--- src/rtl/serial_subtractor_23bit.sv ---
// -----------------------------------------------------------------------------
// serial_subtractor_23bit
//
// Bit-serial unsigned subtractor: diff = (a - b) mod 2^WIDTH, borrow_out = a < b.
// Processes BITS_PER_CYCLE bits per clock, LSB first, through a borrow
// flip-flop. Operands are accepted with a valid/ready handshake and the result
// is offered with a second valid/ready handshake.
//
// Ports:
//   clk         rising-edge clock
//   rst         synchronous, active-high reset
//   in_valid    operands a/b valid
//   in_ready    block can accept operands (high only in IDLE)
//   a, b        minuend / subtrahend, unsigned, WIDTH bits
//   out_valid   diff/borrow_out valid (high only in DONE)
//   out_ready   consumer accepts the result
//   diff        (a - b) mod 2^WIDTH
//   borrow_out  1 when a < b
//   busy        high in RUN or DONE
// -----------------------------------------------------------------------------
module serial_subtractor_23bit #(
  parameter int WIDTH          = 23,
  parameter int BITS_PER_CYCLE = 1
) (
  input  logic             clk,
  input  logic             rst,
  input  logic             in_valid,
  output logic             in_ready,
  input  logic [WIDTH-1:0] a,
  input  logic [WIDTH-1:0] b,
  output logic             out_valid,
  input  logic             out_ready,
  output logic [WIDTH-1:0] diff,
  output logic             borrow_out,
  output logic             busy
);

  localparam int NCHUNK = (WIDTH + BITS_PER_CYCLE - 1) / BITS_PER_CYCLE;
  // Operands and result are padded up to a whole number of chunks. The pad
  // bits of the operands are zero, so the borrow simply ripples through them
  // and the final borrow is still the borrow out of bit WIDTH-1.
  localparam int PW     = NCHUNK * BITS_PER_CYCLE;
  localparam int CW     = (NCHUNK > 1) ? $clog2(NCHUNK) : 1;
  localparam logic [CW-1:0] LAST_CHUNK = CW'(NCHUNK - 1);

  typedef enum logic [1:0] {
    IDLE = 2'd0,
    RUN  = 2'd1,
    DONE = 2'd2
  } state_e;

  state_e                    state_q;
  logic [PW-1:0]             a_q, b_q;
  logic [PW-1:0]             res_q, res_d;
  logic [CW-1:0]             cnt_q;
  logic                      borrow_q;
  logic                      borrow_out_q;
  logic                      in_ready_q, out_valid_q, busy_q;

  logic [BITS_PER_CYCLE-1:0] chunk_diff;
  logic                      borrow_d;

  // One chunk of subtraction. The (BITS_PER_CYCLE+1)-bit difference is
  // negative exactly when a borrow leaves this chunk, so its top bit is the
  // next borrow.
  always_comb begin
    {borrow_d, chunk_diff} = {1'b0, a_q[BITS_PER_CYCLE-1:0]}
                           - {1'b0, b_q[BITS_PER_CYCLE-1:0]}
                           - {{BITS_PER_CYCLE{1'b0}}, borrow_q};
  end

  // Operands shift right so the current chunk is always in the low bits; the
  // result shifts in from the top, so after NCHUNK steps chunk 0 sits at bit 0.
  if (NCHUNK == 1) begin : g_single_chunk
    assign res_d = chunk_diff;
  end else begin : g_multi_chunk
    assign res_d = {chunk_diff, res_q[PW-1:BITS_PER_CYCLE]};
  end

  // NOTE: state is updated with non-blocking assignments so every register in
  // this block samples the values from before the clock edge.
  always_ff @(posedge clk) begin
    if (rst) begin
      state_q      <= IDLE;
      a_q          <= '0;
      b_q          <= '0;
      res_q        <= '0;
      cnt_q        <= '0;
      borrow_q     <= 1'b0;
      borrow_out_q <= 1'b0;
      in_ready_q   <= 1'b1;
      out_valid_q  <= 1'b0;
      busy_q       <= 1'b0;
    end else begin
      case (state_q)
        IDLE: begin
          // in_ready_q is always high here, so in_valid alone completes the
          // input handshake.
          if (in_valid) begin
            a_q        <= PW'(a);
            b_q        <= PW'(b);
            borrow_q   <= 1'b0;
            cnt_q      <= '0;
            in_ready_q <= 1'b0;
            busy_q     <= 1'b1;
            state_q    <= RUN;
          end
        end

        RUN: begin
          a_q      <= a_q >> BITS_PER_CYCLE;
          b_q      <= b_q >> BITS_PER_CYCLE;
          res_q    <= res_d;
          borrow_q <= borrow_d;
          cnt_q    <= cnt_q + 1'b1;
          if (cnt_q == LAST_CHUNK) begin
            borrow_out_q <= borrow_d;
            out_valid_q  <= 1'b1;
            state_q      <= DONE;
          end
        end

        DONE: begin
          // in_ready rises only on the edge after the output handshake, so an
          // in_valid presented during the handshake cycle is not taken.
          if (out_ready) begin
            out_valid_q <= 1'b0;
            busy_q      <= 1'b0;
            in_ready_q  <= 1'b1;
            state_q     <= IDLE;
          end
        end

        default: begin
          out_valid_q <= 1'b0;
          busy_q      <= 1'b0;
          in_ready_q  <= 1'b1;
          state_q     <= IDLE;
        end
      endcase
    end
  end

  assign in_ready   = in_ready_q;
  assign out_valid  = out_valid_q;
  assign busy       = busy_q;
  assign diff       = res_q[WIDTH-1:0];
  assign borrow_out = borrow_out_q;

endmodule
--- config.mk ---
export PLATFORM = sky130hd
export DESIGN_NAME = serial_subtractor_23bit
export DESIGN_NICKNAME = d
export VERILOG_FILES = /design/src/rtl/serial_subtractor_23bit.sv
export SDC_FILE = /design/constraint.sdc
export NUM_CORES = 1
export LEC_CHECK = 0
export ABC_AREA = 0
export CORE_MARGIN = 3
export CORE_UTILIZATION = 45
export DETAILED_ROUTE_END_ITERATION = 16
export PLACE_DENSITY = 0.83
export REMOVE_ABC_BUFFERS = 1
export SLEW_MARGIN = 20
export SYNTH_ARGS = -nofsm -noshare
export SYNTH_HDL_FRONTEND = slang
export SYNTH_SLANG_ARGS = --single-unit
--- constraint.sdc ---
create_clock -name clk -period 1.2 [get_ports clk]
set_clock_uncertainty 0.1 [all_clocks]
set_input_delay 0.3 -clock clk [delete_from_list [all_inputs] [get_ports clk]]
set_output_delay 0.3 -clock clk [all_outputs]
set_load 0.01 [all_outputs]
# Word level (Yosys, flattened, before mapping)
# Index checks and enable logic that the tools add are counted.
op_classes:
  n_eq_ne: 6
  reduce_logical: 7
  muxes: 19
  addsub: 3
  bitwise: 2
ops:
  columns: ["operator", "count"]
  rows:
  - ["$pmux W23 S2", 2]
  - ["$mux W23", 2]
  - ["$pmux W5 S2", 1]
  - ["$pmux W1 S3", 3]
  - ["$reduce_and A3 Y1", 3]
  - ["$mux W2", 3]
  - ["$ne A2 B2 Y1 const B", 3]
  - ["$pmux W2 S3", 1]
  - ["$add A5 B1 Y5 const B", 1]
  - ["$eq A5 B5 Y1 const B", 1]
  - ["$mux W1", 5]
  - ["$mux W5", 1]
  - ["$reduce_and A2 Y1", 2]
  - ["$eq A2 B1 Y1 const B", 1]
  - ["$eq A2 B2 Y1 const B", 1]
  - ["$logic_not A2 Y1", 1]
  - ["$not A1 Y1", 2]
  - ["$pmux W1 S2", 1]
  - ["$reduce_bool A2 Y1", 1]
  - ["$sub A1 B1 Y2", 1]
  - ["$sub A2 B1 Y2", 1]
totals:
  reg_bits: 81
  input_bits: 50
  word_cells: 47
  out_inout_bits: 27

# Logic depth before layout (Yosys ltp)
depth:
  ltp_word: 3
  mapped_depth: 6
  mapped_depth_nobuf: 5

# Least setup slack after synthesis
# Ideal clock, no wire load.
synth_path:
  path_kind: "register to register"
  startpoint: "reg state_q[0]"
  endpoint: "reg cnt_q[3]"
  stages_incl_launch_ff: 5
  slack_ns: -0.100
  arrival_ns: 1.079
  period_less_slack_ns: 1.300
  n_path_buf: 1
  setup_time_ns: 0.121
  required_ns: 0.979
  cell_sequence: "dfxtp_1 buf_6 nor3b_2 nor3b_1 mux2_2"
synth_via:
  elab_chain_cells: 3
  elab_cells_between_ends: 6
  cone_classes: "eq/ne: 2; mux: 1; reduce/logical: 3"
synth_lines:
  columns: ["element", "line", "text"]
  rows:
  - ["start: declaration", "52", "state_e state_q;"]
  - ["start signal: assignment", "84", "state_q <= IDLE;"]
  - ["start signal: assignment", "106", "state_q <= RUN;"]
  - ["start signal: assignment", "119", "state_q <= DONE;"]
  - ["$eq A2 B1 Y1 or $logic_not A2 Y1 (tied branches)", "95", "case (state_q)"]
  - ["$reduce_bool A2 Y1 (no line) or $ne A2 B2 Y1 (tied branches)", null, null]
  - ["$reduce_and A2 Y1 (no line)", null, null]
  - ["end signal: assignment", "115", "cnt_q <= cnt_q + 1'b1;"]
  - ["end: declaration", "55", "logic [CW-1:0] cnt_q;"]
# Parallel ways exist; a longest one is shown, timed or not.
# A chain may end at the register's enable or synchronous reset.

# Final worst setup path
layout_path:
  startpoint: "reg state_q[0]"
  endpoint: "reg b_q[2]"
layout_via:
  elab_chain_cells: 3
  elab_cells_between_ends: 6
  cone_classes: "eq/ne: 2; mux: 1; reduce/logical: 3"
layout_lines:
  columns: ["element", "line", "text"]
  rows:
  - ["$eq A2 B1 Y1 or $logic_not A2 Y1 (tied branches)", "95", null]
  - ["$reduce_bool A2 Y1 (no line) or $ne A2 B2 Y1 (tied branches)", null, null]
  - ["$reduce_and A2 Y1 (no line)", null, null]
  - ["end signal: assignment", "101", "b_q <= PW'(b);"]
  - ["end signal: assignment", "112", "b_q <= b_q >> BITS_PER_CYCLE;"]
  - ["end: declaration", "53", "logic [PW-1:0] a_q, b_q;"]
# Parallel ways exist; a longest one is shown, timed or not.

==> metrics.md <==
| Metric | Value |
|---|---|
| Synth Area in Simple Gates | `0.175` |
| Total power divided by cell area | `1180 nW/µm²` |
| Root buffer cell | `sky130_fd_sc_hd__clkbuf_8` |
| Capturing element type of the critical path | `register` |
| Dominant combinational cell family by area after synthesis | `compound AO/OA/AOI/OAI gates` |
| Count of nets after finishing | `589` |
| Cell Rows | `31` |
| Final worst-path cycle share | `1.19` |
| Register bit count reported by yosys | `81` |
| Number of CTS-inserted buffers | `9` |
| Core footprint | `7450 µm²` |
| Length of the first detailed-routing pass in iterations | `4` |
| VDD IR max | `627 µV` |
| Crit Path Class | `reg -> reg` |
| Worst-path fanout max | `21` |
| Buffers plus inverters on the worst setup path | `2` |
| Clock transition at the registers of the reported paths | `90 ps` |
| Hold Crit Depth | `2` |
| Number of violations reported at the end of detailed-routing iteration 0 | `223` |
| Number of maximum-capacitance violations | `0` |
| Slew at the pin closest to its max-slew limit | `339 ps` |
| Syn-to-layout area delta | `54.1%` |
| Xor-xnor portion of the synthesized cell area | `0` |
| Filler Cell Count | `502` |
| Largest cells by area after synthesis | `sky130_fd_sc_hd__dfxtp_1 (46%), sky130_fd_sc_hd__nor2_1 (9.8%), sky130_fd_sc_hd__o2bb2ai_1 (9.7%), sky130_fd_sc_hd__a211oi_1 (7.8%), sky130_fd_sc_hd__nand2_1 (4.8%)` |
| Number of global-route vias before repair | `3283` |
| Critical-path cell with the highest stage delay | `sky130_fd_sc_hd__dfxtp_4` |
| Clk sinks | `81` |
| Total via count after detailed routing | `3566` |
| Cts hold-fix bufs | `0` |
| H-Tree Depth | `3` |
| Total Routing Usage GR | `0.206` |
| Count of endpoints failing setup in the final report | `88` |
| Hold Crit Class | `in -> reg` |
| Detailed-placement wirelength estimate | `5780 µm` |
| Flop pwr share | `0.463` |
| Startpoint of the tightest hold check path | `rst` |
| Overflow left after global routing | `0` |
| CP Launch Type | `register` |
| ANT nets after route | `0` |
| Count of yosys warnings during synthesis | `0` |
| CTS tree | `built` |
| Tightest hold margin | `218 ps` |
| Initial Utilization | `0.475` |
| Switching share of power | `0.270` |
| Final routed wirelength across all metal layers | `10500 µm` |
| Count of boundary I/O pins | `77` |
| Fraction of registers with async set/reset | `0` |
| Clk buf depth | `2` |
| Fraction of final layout cells sized beyond drive strength 1 | `0.373` |
| Final Worst Setup Slack | `-233 ps` |
| Cell family with the largest share of critical-path delay | `compound AO/OA/AOI/OAI gates` |
| Data arrival time of the worst path | `1580 ps` |
| Residual DRC count | `0` |
| Switching pwr | `1730 µW` |
| RSZ-0062 raised after global routing | `yes` |
| Share of Yosys cell area claimed by the top area cell type | `0.458` |
| Die outline width | `94.7 µm` |
| Violated checks | `setup timing` |
| Insertion delay of the later-clocked pin in the worst-skew pair | `360 ps` |
| Proportion of synthesized chip area in sequential cells | `0.458` |
| Cell count after synthesis | `407` |
| Logic gate share of total power | `0.195` |
| Multiplexer share of the synthesized area | `0.00919` |
| Start of the worst register-to-register path | `state_q[0]` |
| Mapped Area | `3540 µm²` |
| Placer congestion estimate | `0.795` |
| Setup slack of the worst register-to-register path | `-230 ps` |
| Compound-Gate Fraction of Synth Area | `0.273` |
| Total leakage power | `0.00218 µW` |
| Antenna diode count | `0` |
| Clock power share | `0.342` |
| Antenna violations before repair | `0` |
| Mean routed wirelength per cell | `16.4 µm` |
| Area of the die | `8970 µm²` |
| Share of synthesized cell area in full adder, half adder and majority cells | `0.0127` |
| Cell type with the highest aggregate area in the netlist | `sky130_fd_sc_hd__dfxtp_1` |
| Status | `finished, violations left` |
| Maximum number of pins on one net before global-route repair | `35` |
| Final max-slew violation count | `0` |
| Crit-path cells | `buf_6 > o21ba_4 > buf_16 > nor2_1 > a211oi_1` |
| Required time at the worst-slack endpoint | `1350 ps` |
| Final hold violation count | `0` |
| First-pass GRT wire length | `14800 µm` |
| Number of enable-type register cells in the synthesized netlist | `0` |
| Most frequently used flop master after synthesis | `sky130_fd_sc_hd__dfxtp_1` |
| Via density | `5.57` |
| Mapped Avg Cell Area | `8.70 µm²` |
| Minimum clock period | `1430 ps` |
| Overall die height | `94.7 µm` |
| Endpoint of the worst-slack reg-to-reg timing path | `b_q[2]` |
| Max_slew headroom | `0.774` |
| Overall power of the completed layout | `6420 µW` |
| Int Pwr | `4690 µW` |
| Cell count of the worst reg-to-reg path | `5` |
| Worst path max stage delay | `390 ps` |
| Worst Hold End | `cnt_q[0]` |
| Number of different library cells in the post-synthesis netlist | `39` |
| Highest attainable clock frequency | `698 MHz` |
| Number of port buffers | `76` |
[cell usage after synthesis (all sizes together), types with 2 or more instances]
master,number
nor2,92
buf,26
o2bb2ai,39
nand2b,2
nand2,45
mux2,2
a22oi,3
o21bai,2
ha,2
nor3b,3
dfxtp,81
a21oi,27
nand4,2
clkbuf,12
a211oi,44
o22ai,5
inv,5
[state kept, by name, summed over array words and instances, names as in the netlist]
name and count:
a_q 23, b_q 23, diff 23, cnt_q 5, state_q 2, borrow_out 1
borrow_q 1, busy 1, in_ready 1, out_valid 1
[logic make-up after synthesis]
| kind of cell | count (synthesis) |
|---|---|
| buf+inv | 43 |
| compound gates | 126 |
| simple gates | 151 |
| flops | 81 |
| mux | 3 |
| fa+ha+maj | 3 |
[per-layer routing]
metal  up-vias  global-route usage  wire [µm]
li1       1701                   -          -
met1      1703               0.258       4260
met2       141               0.345       5410
met3        21              0.0367        673
met4         0              0.0889        185
met5         -                   0          0
[through the flow]
stage               utilization  std cells  setup TNS (ps)  setup slack, ps  cell area [µm²]
finish                    0.733        640           -8990             -233             5460
global route              0.733        640          -13870             -285             5460
CTS                       0.680        620           -3340             -112             5060
detailed placement        0.620        597          -33080             -625             4620
global placement          0.620        597          -30380             -567             4620
floorplan                     -        369          -90810            -1340             3300
[cell type report]
| cell class | count | area (µm²) | area share |
|---|---|---|---|
| clock buffers | 9 | 124 | 0.0227 |
| clock inverters | 7 | 95.1 | 0.0174 |
| inverters | 5 | 21.3 | 0.00390 |
| multi-input cells | 283 | 1850 | 0.339 |
| flip-flops and latches | 81 | 1670 | 0.305 |
| well taps | 99 | 124 | 0.0227 |
| repair buffers | 156 | 1580 | 0.289 |
[power by group through the flow]
| stage | registers [µW] | logic [µW] | clock network, µW |
|---|---|---|---|
| 6_report | 2970 | 1250 | 2190 |
| 5_1_grt | 2990 | 1340 | 2320 |
| 4_1_cts | 2970 | 1000 | 2200 |
| 3_5_place_dp | 3020 | 940 | 0 |
| 3_3_place_gp | 3020 | 914 | 0 |
| 2_1_floorplan | 3020 | 458 | 0 |
[how the worst max path moves through the flow]
stage                          start          to  slack (ps)  cells past startpoint
final                     state_q[0]      b_q[2]        -230                      5
after floorplan           state_q[0]    cnt_q[2]       -1340                      3
after detailed placement    in_valid     a_q[11]        -620                      5
after CTS                   cnt_q[0]   out_valid        -110                      6
after global placement      in_valid     a_q[11]        -570                      5
after global routing        cnt_q[0]  borrow_out        -280                      6
[timing repair]
item / 4_1_cts / 5_1_grt
pin swaps: 6 / 7
buffers inserted: 7 / 15
setup endpoints to repair: 108 / 106
resized for setup: 189 / 39
cloned: 1 / 5
[cells in the final DEF, fill, tap and decap left out, types with 2 or more instances in the layout]
master	instances
sky130_fd_sc_hd__nor2_1	86
sky130_fd_sc_hd__buf_4	59
sky130_fd_sc_hd__dfxtp_1	50
sky130_fd_sc_hd__clkdlybuf4s50_1	47
sky130_fd_sc_hd__nand2_1	45
sky130_fd_sc_hd__o2bb2ai_1	39
sky130_fd_sc_hd__buf_6	38
sky130_fd_sc_hd__dfxtp_2	29
sky130_fd_sc_hd__a211oi_1	25
sky130_fd_sc_hd__a21oi_1	24
sky130_fd_sc_hd__a211oi_2	19
sky130_fd_sc_hd__clkbuf_8	9
sky130_fd_sc_hd__o22ai_1	5
sky130_fd_sc_hd__nor2_2	5
sky130_fd_sc_hd__clkbuf_16	4
sky130_fd_sc_hd__buf_12	4
sky130_fd_sc_hd__a21oi_2	3
sky130_fd_sc_hd__a22oi_1	3
sky130_fd_sc_hd__inv_2	2
sky130_fd_sc_hd__inv_1	2
sky130_fd_sc_hd__nor3b_1	2
sky130_fd_sc_hd__nand4_1	2
sky130_fd_sc_hd__mux2_2	2
sky130_fd_sc_hd__ha_4	2
sky130_fd_sc_hd__clkinv_2	2
sky130_fd_sc_hd__bufinv_16	2
sky130_fd_sc_hd__clkinv_4	2
sky130_fd_sc_hd__dfxtp_4	2
No activity file was read; power rests on OpenSTA's default activity.
